## config.mk

```make
export PLATFORM = sky130hd
export DESIGN_NAME = synaptic_current_gen_flat
export DESIGN_NICKNAME = d
export VERILOG_FILES = /design/src/rtl/synaptic_current_gen_if.sv /design/src/rtl/synaptic_current_gen.sv /design/src/flat_wrapper.sv
export SDC_FILE = /design/constraint.sdc
export NUM_CORES = 1
export LEC_CHECK = 0
export BUFFER_PORTS_ARGS = -buffer_cell sky130_fd_sc_hd__buf_2
export CAP_MARGIN = 20
export CORE_MARGIN = 3
export CORE_UTILIZATION = 50
export DETAILED_ROUTE_END_ITERATION = 12
export PLACE_DENSITY = 0.75
export SLEW_MARGIN = 20
export SYNTH_ARGS = -nofsm -noshare
export SYNTH_HDL_FRONTEND = slang
export SYNTH_SLANG_ARGS = --single-unit
```

## constraint.sdc

```tcl
create_clock -name clk -period 8.65 [get_ports clk]
set_input_delay 2.1625 -clock clk [delete_from_list [all_inputs] [get_ports clk]]
set_output_delay 2.1625 -clock clk [all_outputs]
set_load 0.02 [all_outputs]
```

## src/rtl/synaptic_current_gen_if.sv

```systemverilog
// Bundle of the synaptic current generator's control, weight-write and current outputs.
// The master drives enable, spikes and weight writes. The slave returns current and sat.
interface synaptic_current_gen_if #(
   parameter int N_INPUTS = 4
);
   logic                en;
   logic [N_INPUTS-1:0] spike_in;
   logic                wr_en;
   logic [3:0]          wr_addr;
   logic [15:0]         wr_data;
   logic [31:0]         current_out;
   logic                sat;

   modport master (
      output en, spike_in, wr_en, wr_addr, wr_data,
      input  current_out, sat
   );

   modport slave (
      input  en, spike_in, wr_en, wr_addr, wr_data,
      output current_out, sat
   );
endinterface

```

## src/rtl/synaptic_current_gen.sv

```systemverilog
// Presynaptic spike edges -> weighted, exponentially decaying, saturated Q16.16 current.
// Optional macro SYN_STICKY_SAT_EN: sat becomes sticky and is cleared by a write to address 4'hF.
module synaptic_current_gen_lane (
   input  logic        clk,
   input  logic        reset_n,
   input  logic        i_en,
   input  logic        i_spike,
   input  logic        i_wr,
   input  logic [15:0] i_wdata,
   output logic [31:0] o_contrib
);
   logic [15:0] r_weight;
   logic        r_spike_q;
   logic        w_ev;

   always_ff @(posedge clk or negedge reset_n) begin
      if (!reset_n) begin
         r_weight  <= '0;
         r_spike_q <= 1'b0;
      end else begin
         r_spike_q <= i_spike;
         if (i_wr) r_weight <= i_wdata;
      end
   end

   // The event uses the weight before this edge, so a write in the same cycle lands afterwards.
   assign w_ev      = i_en & i_spike & ~r_spike_q;
   assign o_contrib = w_ev ? {{8{r_weight[15]}}, r_weight, 8'h00} : 32'h0;
endmodule

module synaptic_current_gen #(
   parameter int N_INPUTS  = 4,
   parameter int TAU_SHIFT = 3,
   parameter int SAT_LIMIT = 6553600
) (
   input  logic                  clk,
   input  logic                  reset_n,
   synaptic_current_gen_if.slave bus
);
   localparam int SW = 32 + $clog2(N_INPUTS) + 1;
   localparam logic signed [SW-1:0] LIM_P = SW'(SAT_LIMIT);
   localparam logic signed [SW-1:0] LIM_N = -LIM_P;

   logic signed [31:0]           r_cur;
   logic                         r_sat;
   logic [N_INPUTS-1:0][31:0]    w_contrib;
   logic                         w_addr_ok;
   logic signed [SW-1:0]         w_sum;
   logic                         w_hi;
   logic                         w_lo;
   logic signed [31:0]           w_next;

`ifdef SYN_STICKY_SAT_EN
   logic w_clr;
   assign w_clr     = bus.wr_en && (bus.wr_addr == 4'hF);
   assign w_addr_ok = (bus.wr_addr != 4'hF);
`else
   assign w_addr_ok = 1'b1;
`endif

   genvar g;
   generate
      for (g = 0; g < N_INPUTS; g++) begin : g_lane
         synaptic_current_gen_lane u_lane (
            .clk       (clk),
            .reset_n   (reset_n),
            .i_en      (bus.en),
            .i_spike   (bus.spike_in[g]),
            .i_wr      (bus.wr_en && w_addr_ok && (bus.wr_addr == 4'(g))),
            .i_wdata   (bus.wr_data),
            .o_contrib (w_contrib[g])
         );
      end
   endgenerate

   // Wide accumulator: N full-scale weights plus the decayed current cannot wrap.
   always_comb begin
      w_sum = SW'(r_cur) - SW'(r_cur >>> TAU_SHIFT);
      for (int i = 0; i < N_INPUTS; i++)
         w_sum = w_sum + SW'($signed(w_contrib[i]));
      w_hi   = (w_sum > LIM_P);
      w_lo   = (w_sum < LIM_N);
      w_next = w_hi ? LIM_P[31:0] : (w_lo ? LIM_N[31:0] : w_sum[31:0]);
   end

   always_ff @(posedge clk or negedge reset_n) begin
      if (!reset_n) begin
         r_cur <= '0;
         r_sat <= 1'b0;
      end else begin
         if (bus.en) r_cur <= w_next;
`ifdef SYN_STICKY_SAT_EN
         if (bus.en && (w_hi || w_lo)) r_sat <= 1'b1;
         else if (w_clr)               r_sat <= 1'b0;
`else
         if (bus.en) r_sat <= w_hi | w_lo;
`endif
      end
   end

   assign bus.current_out = r_cur;
   assign bus.sat         = r_sat;
endmodule

```

## src/flat_wrapper.sv

```systemverilog
// flat-port wrapper written by rule: the top's interface ports become plain ports
module synaptic_current_gen_flat 
#(
   parameter int N_INPUTS  = 4,
   parameter int TAU_SHIFT = 3,
   parameter int SAT_LIMIT = 6553600
)
  (clk, reset_n, bus_en, bus_spike_in, bus_wr_en, bus_wr_addr, bus_wr_data, bus_current_out, bus_sat);
  synaptic_current_gen_if #(.N_INPUTS(N_INPUTS)) bus_i ();
  input  logic clk;
  input  logic reset_n;
  input wire logic [$bits(bus_i.en)-1:0] bus_en;
  input wire logic [$bits(bus_i.spike_in)-1:0] bus_spike_in;
  input wire logic [$bits(bus_i.wr_en)-1:0] bus_wr_en;
  input wire logic [$bits(bus_i.wr_addr)-1:0] bus_wr_addr;
  input wire logic [$bits(bus_i.wr_data)-1:0] bus_wr_data;
  output wire logic [$bits(bus_i.current_out)-1:0] bus_current_out;
  output wire logic [$bits(bus_i.sat)-1:0] bus_sat;
  assign bus_i.en = bus_en;
  assign bus_i.spike_in = bus_spike_in;
  assign bus_i.wr_en = bus_wr_en;
  assign bus_i.wr_addr = bus_wr_addr;
  assign bus_i.wr_data = bus_wr_data;
  assign bus_current_out = bus_i.current_out;
  assign bus_sat = bus_i.sat;
  synaptic_current_gen #(.N_INPUTS(N_INPUTS), .TAU_SHIFT(TAU_SHIFT), .SAT_LIMIT(SAT_LIMIT)) u_core (.clk(clk), .reset_n(reset_n), .bus(bus_i));
endmodule
```

Yosys cells after proc, flatten, opt, wreduce, memory -nomap -nowiden --
Cells that the tools add are included.
Word-level totals: register bits after elaboration 101, output and inout port bits 33, logic and storage cells 44
Cells by class: add/subtract/negate cells 5, order comparisons 2, equality and inequality tests 3, muxes and demuxes 6, bitwise operators 13, reductions and logical operators 5
Operators with widths (count):
- two-way mux 32 bit | 6
- adder 35 x 32 -> 35 bit | 3
- > comparator 35 x 24 -> 1 bit, second input constant | 1
- < comparator 35 x 24 -> 1 bit, second input constant | 1
- adder 33 x 32 -> 34 bit | 1
- subtractor 32 x 29 -> 33 bit | 1
- bitwise AND 1 bit | 8
- equality test 4 x 2 -> 1 bit, second input constant | 2
- equality test 4 x 1 -> 1 bit, second input constant | 1
- logical AND 1 bit | 4
- logical NOT 4 bit | 1
- NOT 1 bit | 4
- bitwise OR 1 bit | 1

Longest topological paths before layout --
Gate-level depths: netlist of the first run.
depth in word-level cells 10, gate-level depth with buffers 32

By module --
Synthesis of the first run repeated with hierarchy kept, for this count alone.
Second synthesis, totals: cells, all modules 1151, area total of the unflattened synthesis 11357.1 µm²
By module, submodules not included:
- synaptic_current_gen | instances 1, cells each 867, area each 7468.4 µm², seq. area each 825.8 µm²
- synaptic_current_gen_lane | instances 4, cells each 71, area each 972.2 µm², seq. area each 425.4 µm²

Worst setup path before layout of the first run --
No wires, ideal clock.
path type in2reg, start point input bus_en, end point register u_core.r_cur[0] (netlist: u_core.bus.current_out[0]), setup time 110 ps, arrival time 8664 ps, data required time 8540 ps, slack -124 ps, stages 30, buffers on the path 4, path through clkbuf_1 -> nand2_1 -> nor2_1 -> clkbuf_1 -> nand2_1 -> fa_1 -> inv_1 -> ha_1 -> a21oi_1 -> o21ai_0 -> a211o_1 -> o2111a_1 -> nor3_1 -> nor3_1 -> a31oi_1 -> xor2_1 -> fa_1 -> inv_1 -> ha_1 -> clkbuf_1 -> a21oi_1 -> o21ai_1 -> a31o_2 -> or3b_1 -> o211ai_2 -> o21ai_0 -> or4_1 -> or3_1 -> buf_2 -> o41ai_1
Between the ends: word-level cells in the longest chain between the ends 10, elaborated cells between the ends (all ways) 20, those cells by class add/sub: 4; order compare: 2; mux: 6; bitwise: 8
RTL lines:
- start: declaration | RTL line flat_wrapper.sv:12 | input wire logic [$bits(bus_i.en)-1:0] bus_en;
- bitwise AND 1 bit (2 in series) | RTL line synaptic_current_gen.sv:27 | assign w_ev = i_en & i_spike & ~r_spike_q;
- two-way mux 32 bit | RTL line synaptic_current_gen.sv:28 | assign o_contrib = w_ev ? {{8{r_weight[15]}}, r_weight, 8'h00} : 32'h0;
- adder 33 x 32 -> 34 bit | RTL line synaptic_current_gen.sv:80 | w_sum = w_sum + SW'($signed(w_contrib[i]));
- adder 35 x 32 -> 35 bit (3 in series) | RTL line synaptic_current_gen.sv:80
- < comparator 35 x 24 -> 1 bit | RTL line synaptic_current_gen.sv:82 | w_lo = (w_sum < LIM_N);
- two-way mux 32 bit (2 in series) | RTL line synaptic_current_gen.sv:83 | w_next = w_hi ? LIM_P[31:0] : (w_lo ? LIM_N[31:0] : w_sum[31:0]);
- end signal: assignment | RTL line synaptic_current_gen.sv:91 | if (bus.en) r_cur <= w_next;
- end: declaration | RTL line synaptic_current_gen.sv:44 | logic signed [31:0] r_cur;
Several ways; a longest one is shown, not always the timed one. A chain may end at the register's enable or synchronous reset.

Worst setup path in the final report of the first run --
start point input bus_en, end point register u_core.r_cur[2] (netlist: u_core.bus.current_out[2])
Same word-level chain as after synthesis.

==> results of run 1 <==
[cell type report]
cell class,instances,area (µm²)
repair buffers,151,986
fillers,1611,7270
well taps,229,287
inverters,130,488
clock inverters,7,92.6
clock buffers,9,225
multi-input cells,765,6390
flip-flops and latches,101,2530
[through the flow]
step / instance area (µm²) / worst slack (ps) / util (%)
4_1_cts: 10900 / 77.5 / 59.8
3_5_place_dp: 10600 / -283 / 58.0
2_1_floorplan: 9470 / 29.3 / -
3_3_place_gp: 10600 / -129 / 58.0
6_report: 11000 / 321 / 60.2
5_1_grt: 11000 / 4.70 / 60.2
[cell usage after synthesis (3+ instances only)]
cell type and instances:
nor4_1 3, a21o_1 23, a21boi_0 10, a311oi_1 4, clkbuf_1 36, o21a_1 7, a31oi_1 9, and3_1 8
a21oi_1 65, nand4_1 12, nand3_1 29, o41ai_1 4, o211ai_1 10, o221ai_1 3, nand2_1 111, o21ai_1 13
a211o_1 3, and4_1 5, a211oi_1 13, or3_1 6, o2111ai_1 5, xor2_1 22, dfrtp_1 101, nor2_1 41
a32oi_1 18, o21bai_1 5, nor2b_1 4, nor3_1 11, fa_1 66, and2_1 12, nor3b_1 4, o21ai_0 37
xnor2_1 26, nand2b_1 8, inv_1 129, o22ai_1 4, mux2_2 64, ha_1 68, buf_2 4
[critical path: cells and delay by family]
| family | cells | cell delay (ps) |
|---|---|---|
| fa+ha+maj | 4 | 1610 |
| xor+xnor | 1 | 170 |
| compound gates | 9 | 1580 |
| simple gates | 11 | 2220 |
| buf+inv | 7 | 850 |
[registers in the layout (all words and copies together), names as in the netlist]
register                        count
u_core.g_lane.u_lane.r_spike_q      4
u_core.bus.current_out             32
u_core.g_lane.u_lane.r_weight      64
u_core.bus.sat                      1
[cell families after synthesis]
group	synth area share [%]
simple gates	13.0
fa+ha+maj	22.9
flops	26.7
buf+inv	6.91
compound gates	18.1
xor+xnor	4.44
mux	7.82
[worst min-delay path by stage]
stage | startpoint | end | slack, ps | cells after the start
floorplan | u_core.g_lane[1].u_lane.r_weight[15] | u_core.g_lane[1].u_lane.r_weight[15] | 470 | 1
global placement | u_core.g_lane[3].u_lane.r_weight[15] | u_core.g_lane[3].u_lane.r_weight[15] | 480 | 1
detailed placement | u_core.g_lane[2].u_lane.r_weight[15] | u_core.g_lane[2].u_lane.r_weight[15] | 490 | 1
CTS | u_core.g_lane[2].u_lane.r_weight[15] | u_core.g_lane[2].u_lane.r_weight[15] | 500 | 1
global route | u_core.g_lane[3].u_lane.r_weight[15] | u_core.g_lane[3].u_lane.r_weight[15] | 510 | 1
finish | u_core.g_lane[3].u_lane.r_weight[15] | u_core.g_lane[3].u_lane.r_weight[15] | 500 | 1
[timing repair]
item	4_1_cts	5_1_grt
resized for setup	0	20
endpoints found under the setup margin	0	33
hold buffers	0	0
endpoints found under the hold margin	0	0
buffers inserted	0	0
[metal layers]
layer	track usage, %	wire length, µm	up-vias
li1	-	-	3860
met1	32.6	10800	3962
met2	43.4	11900	230
met3	3.13	1320	27
met5	0	0	-
met4	5.50	392	0
==> summary.md, run 1 <==
| Metric | Value |
|---|---|
| Synth top area share | approximately a quarter |
| Period Utilization, post-route | a little over nine tenths |
| Syn avg cell area | about 9.1 µm² |
| Post-layout nets | 1320 |
| CTS tree | built |
| Skew-Pair Late Insertion Delay | ~370 ps |
| HPWL Detailed | 19.3 mm |
| Synth Flop Type | dfrtp_1 |
| Core area | 18300 µm² |
| Remaining DRCs | 0 |
| Post-Syn Instances | 1037 |
| Die Height | 144 µm |
| WL final | around 24 mm |
| PortBufs | 60 |
| Per-cell routed wire length | roughly 18 µm |
| Startpoint Class | input pin |
| Final hold violation count | 0 |
| Die width | approximately 140 µm |
| Max Fclk | 120 MHz |
| Initial antenna violation count | 1 |
| Starting DRT DRC Count | 454 |
| R2R Path Start | u_core.bus.current_out[4] |
| Reg2Reg Setup Slack | 1640 ps |
| Total Routing Usage GR | about a quarter |
| Top cells by area, synth | dfrtp_1 (27%), fa_1 (14%), ha_1 (9.0%) |
| Arrival @ worst endpoint | about 8600 ps |
| Routed Antenna Nets | 0 |
| Starting Density | about 52% |
| Distinct cell type count after synthesis | between 60 and 70 |
| Outcome | complete, no violations |
| Layout cell share with drive strength beyond 1 | 22.3% |
| Placed cells | about 1.4k |
| Ports placed on the boundary | a little over 60 |
| Reg clk slew, reported paths | around 70 ps |
| Worst-path fanout max | 10 |
| Vias post-DR | 8079 |
| Crit Path Class | in2reg |
| Post-Syn Nets | between 1k and 1.5k |
| Slowest-stage cell, CP | fa_1 |
| Global-route wire length before repair | around 40 mm |
| Final setup fails | 0 |
| Most used cell, CP | buf_4 |
| Antenna fix cells | 0 |
| Slew @ Worst Pin | 1010 ps |
| Sum Neg Setup Slack | 0 ps |
| RSZ-0062 raised after global routing | no |
| Layout area overhead | 16.2% |
| Gpl congestion | 0.953 |
| Clk sinks | roughly 100 |
| Synth area leader | dfrtp_1 |
| Non-Filler Instances | approximately 1.4k |
| CP Capture Point | u_core.bus.current_out[2] |
| Rows | a little under 50 |
| Min cycle time layout | approximately 8300 ps |
| Die area | roughly 21000 µm² |
| Maximum clock path buffer count | 2 |
| Hold Crit Class | reg2reg |
| Max Cap Violations | 0 |
| Clock Skews | between 10 and 15 ps |
| FF-to-FF path depth | 27 |
| Critical Path RT | 8920 ps |
| Vias in the first global route | approximately 8.2k |
| Cell Area, Synth | 9470 µm² |
| H-tree depth | 3 |
| Register area share after synthesis | between 20% and 30% |
| Most common cell after layout, fill and taps aside | inv_1 |
| Max transition margin | between 30% and 40% |
| Grt ovf | 0 |
| Slowest Stage Delay on Critical Path | ~490 ps |
| Post-synthesis register bit count | ~100 |
| WHS | roughly 500 ps |
| Pin count of the biggest net entering global routing | about 60 |
| DR vias/cell | 5.80 |
| FF-to-FF End | u_core.bus.current_out[2] |
| Commonest cells after routing, fill and taps aside | inv_1 (129), nand2_1 (111), dfrtp_1 (101), buf_4 (92), ha_1 (68) |
| YS warnings | 0 |
| Crit. End Element | register |
| 1st-pass router iterations | 5 |
| Clock Root Buffer | clkbuf_16 |
| Synth async-reset ratio | 100% |
| Setup crit start | bus_en |
| Fin. max-slew vios | 0 |
| Number of synthesized flops with an enable pin | 0 |
| Cts bufs inserted | 9 |
Power of run 1 is not shown: default switching activity piles up to over one toggle a cycle in this logic, so the estimate is an artifact.
==> run 2: changes to the inputs <==
--- a/config.mk
+++ b/config.mk
@@ -8,9 +8,9 @@
 export BUFFER_PORTS_ARGS = -buffer_cell sky130_fd_sc_hd__buf_2
 export CAP_MARGIN = 20
 export CORE_MARGIN = 3
-export CORE_UTILIZATION = 50
+export CORE_UTILIZATION = 45
 export DETAILED_ROUTE_END_ITERATION = 12
-export PLACE_DENSITY = 0.75
+export PLACE_DENSITY = 0.69
 export SLEW_MARGIN = 20
 export SYNTH_ARGS = -nofsm -noshare
 export SYNTH_HDL_FRONTEND = slang
==> summary.md, run 2 (synthesized netlist as in run 1, its figures left out) <==
| Metric | Value |
|---|---|
| Most common cell after layout, fill and taps aside | inv_1 |
| H-tree depth | 3 |
| Slowest-stage cell, CP | or4_1 |
| Grt ovf | 0 |
| Commonest cells after routing, fill and taps aside | inv_1 (129), nand2_1 (110), dfrtp_1 (101), buf_4 (76), ha_1 (68) |
| HPWL Detailed | a little under 20 mm |
| Clock Root Buffer | clkbuf_16 |
| Global-route wire length before repair | roughly 40 mm |
| Slowest Stage Delay on Critical Path | approximately 500 ps |
| Max transition margin | a little over two fifths |
| Largest register FFs | 64 |
| Outcome | complete, no violations |
| Gpl congestion | approximately 0.95 |
| Min cycle time layout | between 8000 and 9000 ps |
| Total Routing Usage GR | 22.1% |
| Layout area overhead | 15.3% |
| DR vias/cell | approximately 5.7 |
| Max Fclk | roughly 120 MHz |
| Most used cell, CP | buf_4 |
| FF-to-FF End | u_core.bus.current_out[1] |
| Max Cap Violations | 0 |
| Skew-Pair Late Insertion Delay | 360 ps |
| Final core utilization | a little over half |
| Worst-path fanout max | 6 |
| Critical Path RT | approximately 9000 ps |
| Area of the multi-input gates | around 6400 µm² |
| Crit path buf inv count | 6 |
| Post-layout nets | between 1k and 1.5k |
| Rows | 52 |
| Routed Antenna Nets | 0 |
| Final hold violation count | 0 |
| Arrival @ worst endpoint | between 8000 and 9000 ps |
| Reg2Reg Setup Slack | 1560 ps |
| Antenna fix cells | 0 |
| 1st-pass router iterations | 5 |
| Largest Register | u_core.g_lane.u_lane.r_weight |
| CTS tree | built |
| Sum Neg Setup Slack | 0 ps |
| Register Area | 2530 µm² |
| Vias in the first global route | 7983 |
| Ports placed on the boundary | between 60 and 70 |
| Clk sinks | ~100 |
| Starting DRT DRC Count | around 420 |
| Starting Density | a little under half |
| Setup WS post-layout | about 390 ps |
| Hold Crit Class | reg2reg |
| Pre-CTS setup slack | -140 ps |
| FF-to-FF path depth | 27 |
| Final setup fails | 0 |
| R2R Path Start | u_core.bus.current_out[4] |
| Per-cell routed wire length | between 15 and 20 µm |
| PortBufs | 60 |
| Startpoint Class | input pin |
| Layout cell share with drive strength beyond 1 | approximately a fifth |
| Initial antenna violation count | 0 |
| Maximum clock path buffer count | 2 |
| Crit Path Class | in2reg |
| Period Utilization, post-route | ~95% |
| Hold buffer count at cts | 0 |
| Cts bufs inserted | 9 |
| Vias post-DR | between 8k and 9k |
| Remaining DRCs | 0 |
| Worst path depth | 30 |
| Clock Skews | around 7.5 ps |
| WL final | between 20 and 25 mm |
| CP Capture Point | u_core.bus.current_out[1] |
| Slew @ Worst Pin | 842 ps |
| Fill count | around 2k |
| Pin count of the biggest net entering global routing | just under 70 |
| Core area | between 20000 and 25000 µm² |
| RSZ-0062 raised after global routing | no |
| Die area | ~23000 µm² |
| Die Height | ~150 µm |
| Post-CTS sizing | 0 |
| Setup crit start | bus_en |
| Fin. max-slew vios | 0 |
| Post-CTS setup repair buffer count | 0 |
| Delay-heaviest family, CP | compound AO/OA/AOI/OAI gates |
| Reg clk slew, reported paths | ~70 ps |
| Crit. End Element | register |
| Die width | 151 µm |
-- run 2: cell count changes in the layout (fill, tap and decap cells not counted), moves of 2 or more --
| cell | change |
|---|---|
| o41ai_2 | -2 |
| o21ai_1 | -2 |
| o21ai_0 | +2 |
| buf_4 | -16 |
| inv_6 | -2 |
| a21oi_2 | -2 |
| clkinvlp_4 | +2 |
| buf_12 | +2 |
| a21oi_1 | +2 |
| o41ai_1 | +2 |
-- run 2: metrics by stage --
step	std cells	cell area (µm²)	hold slack, ps
after floorplan	1037	9470	471
after global placement	1403	10600	482
after detailed placement	1403	10600	490
after CTS	1419	10900	505
after global routing	1420	10900	519
final	1420	10900	502
-- run 2: cell type report --
type / count / share of cell area, %
multi-input combinational: 765 / 58.3
sequential: 101 / 23.1
timing repair buffer: 138 / 8.40
inverter: 130 / 4.47
tap: 270 / 3.09
clock buffer: 10 / 2.10
clock inverter: 6 / 0.504
-- run 2: worst min-delay path by stage --
stage	startpoint	end	depth (start not counted)
after CTS	u_core.g_lane[1].u_lane.r_weight[15]	u_core.g_lane[1].u_lane.r_weight[15]	1
after floorplan	u_core.g_lane[1].u_lane.r_weight[15]	u_core.g_lane[1].u_lane.r_weight[15]	1
after detailed placement	u_core.g_lane[1].u_lane.r_weight[15]	u_core.g_lane[1].u_lane.r_weight[15]	1
after global placement	u_core.g_lane[3].u_lane.r_weight[15]	u_core.g_lane[3].u_lane.r_weight[15]	1
final	u_core.g_lane[3].u_lane.r_weight[15]	u_core.g_lane[3].u_lane.r_weight[15]	1
after global routing	u_core.g_lane[1].u_lane.r_weight[13]	u_core.g_lane[1].u_lane.r_weight[13]	1
-- run 2: per-layer routing --
layer	wire length (µm)	up-vias	part of all wire, %	track usage (%)
met3	1390	37	5.7	4.04
met4	527	0	2.2	6.53
li1	-	3848	-	-
met5	0	-	0	0
met2	11500	258	47	36.8
met1	10900	3894	45	29.7
-- run 2: worst register-to-register path, cell delays in order (launching register included) --
cell      delay (ps)
dfrtp_1          420
inv_1             60
ha_1             270
ha_1             220
fa_1             400
a21o_1           210
and3_1           180
o21ai_0          530
o21ai_0          380
buf_4            260
o22ai_1          150
buf_4            150
buf_4            100
o21bai_1          60
a21oi_1          170
xnor2_1          160
fa_1             460
ha_1             390
nand4_1          140
a2111o_1         420
a31o_2           250
a21oi_1          190
nor2_1            80
xnor2_1          110
or4_1            500
or3_4            390
buf_4            160
o21ai_0          180
Power of run 2 is left out for the same reason.
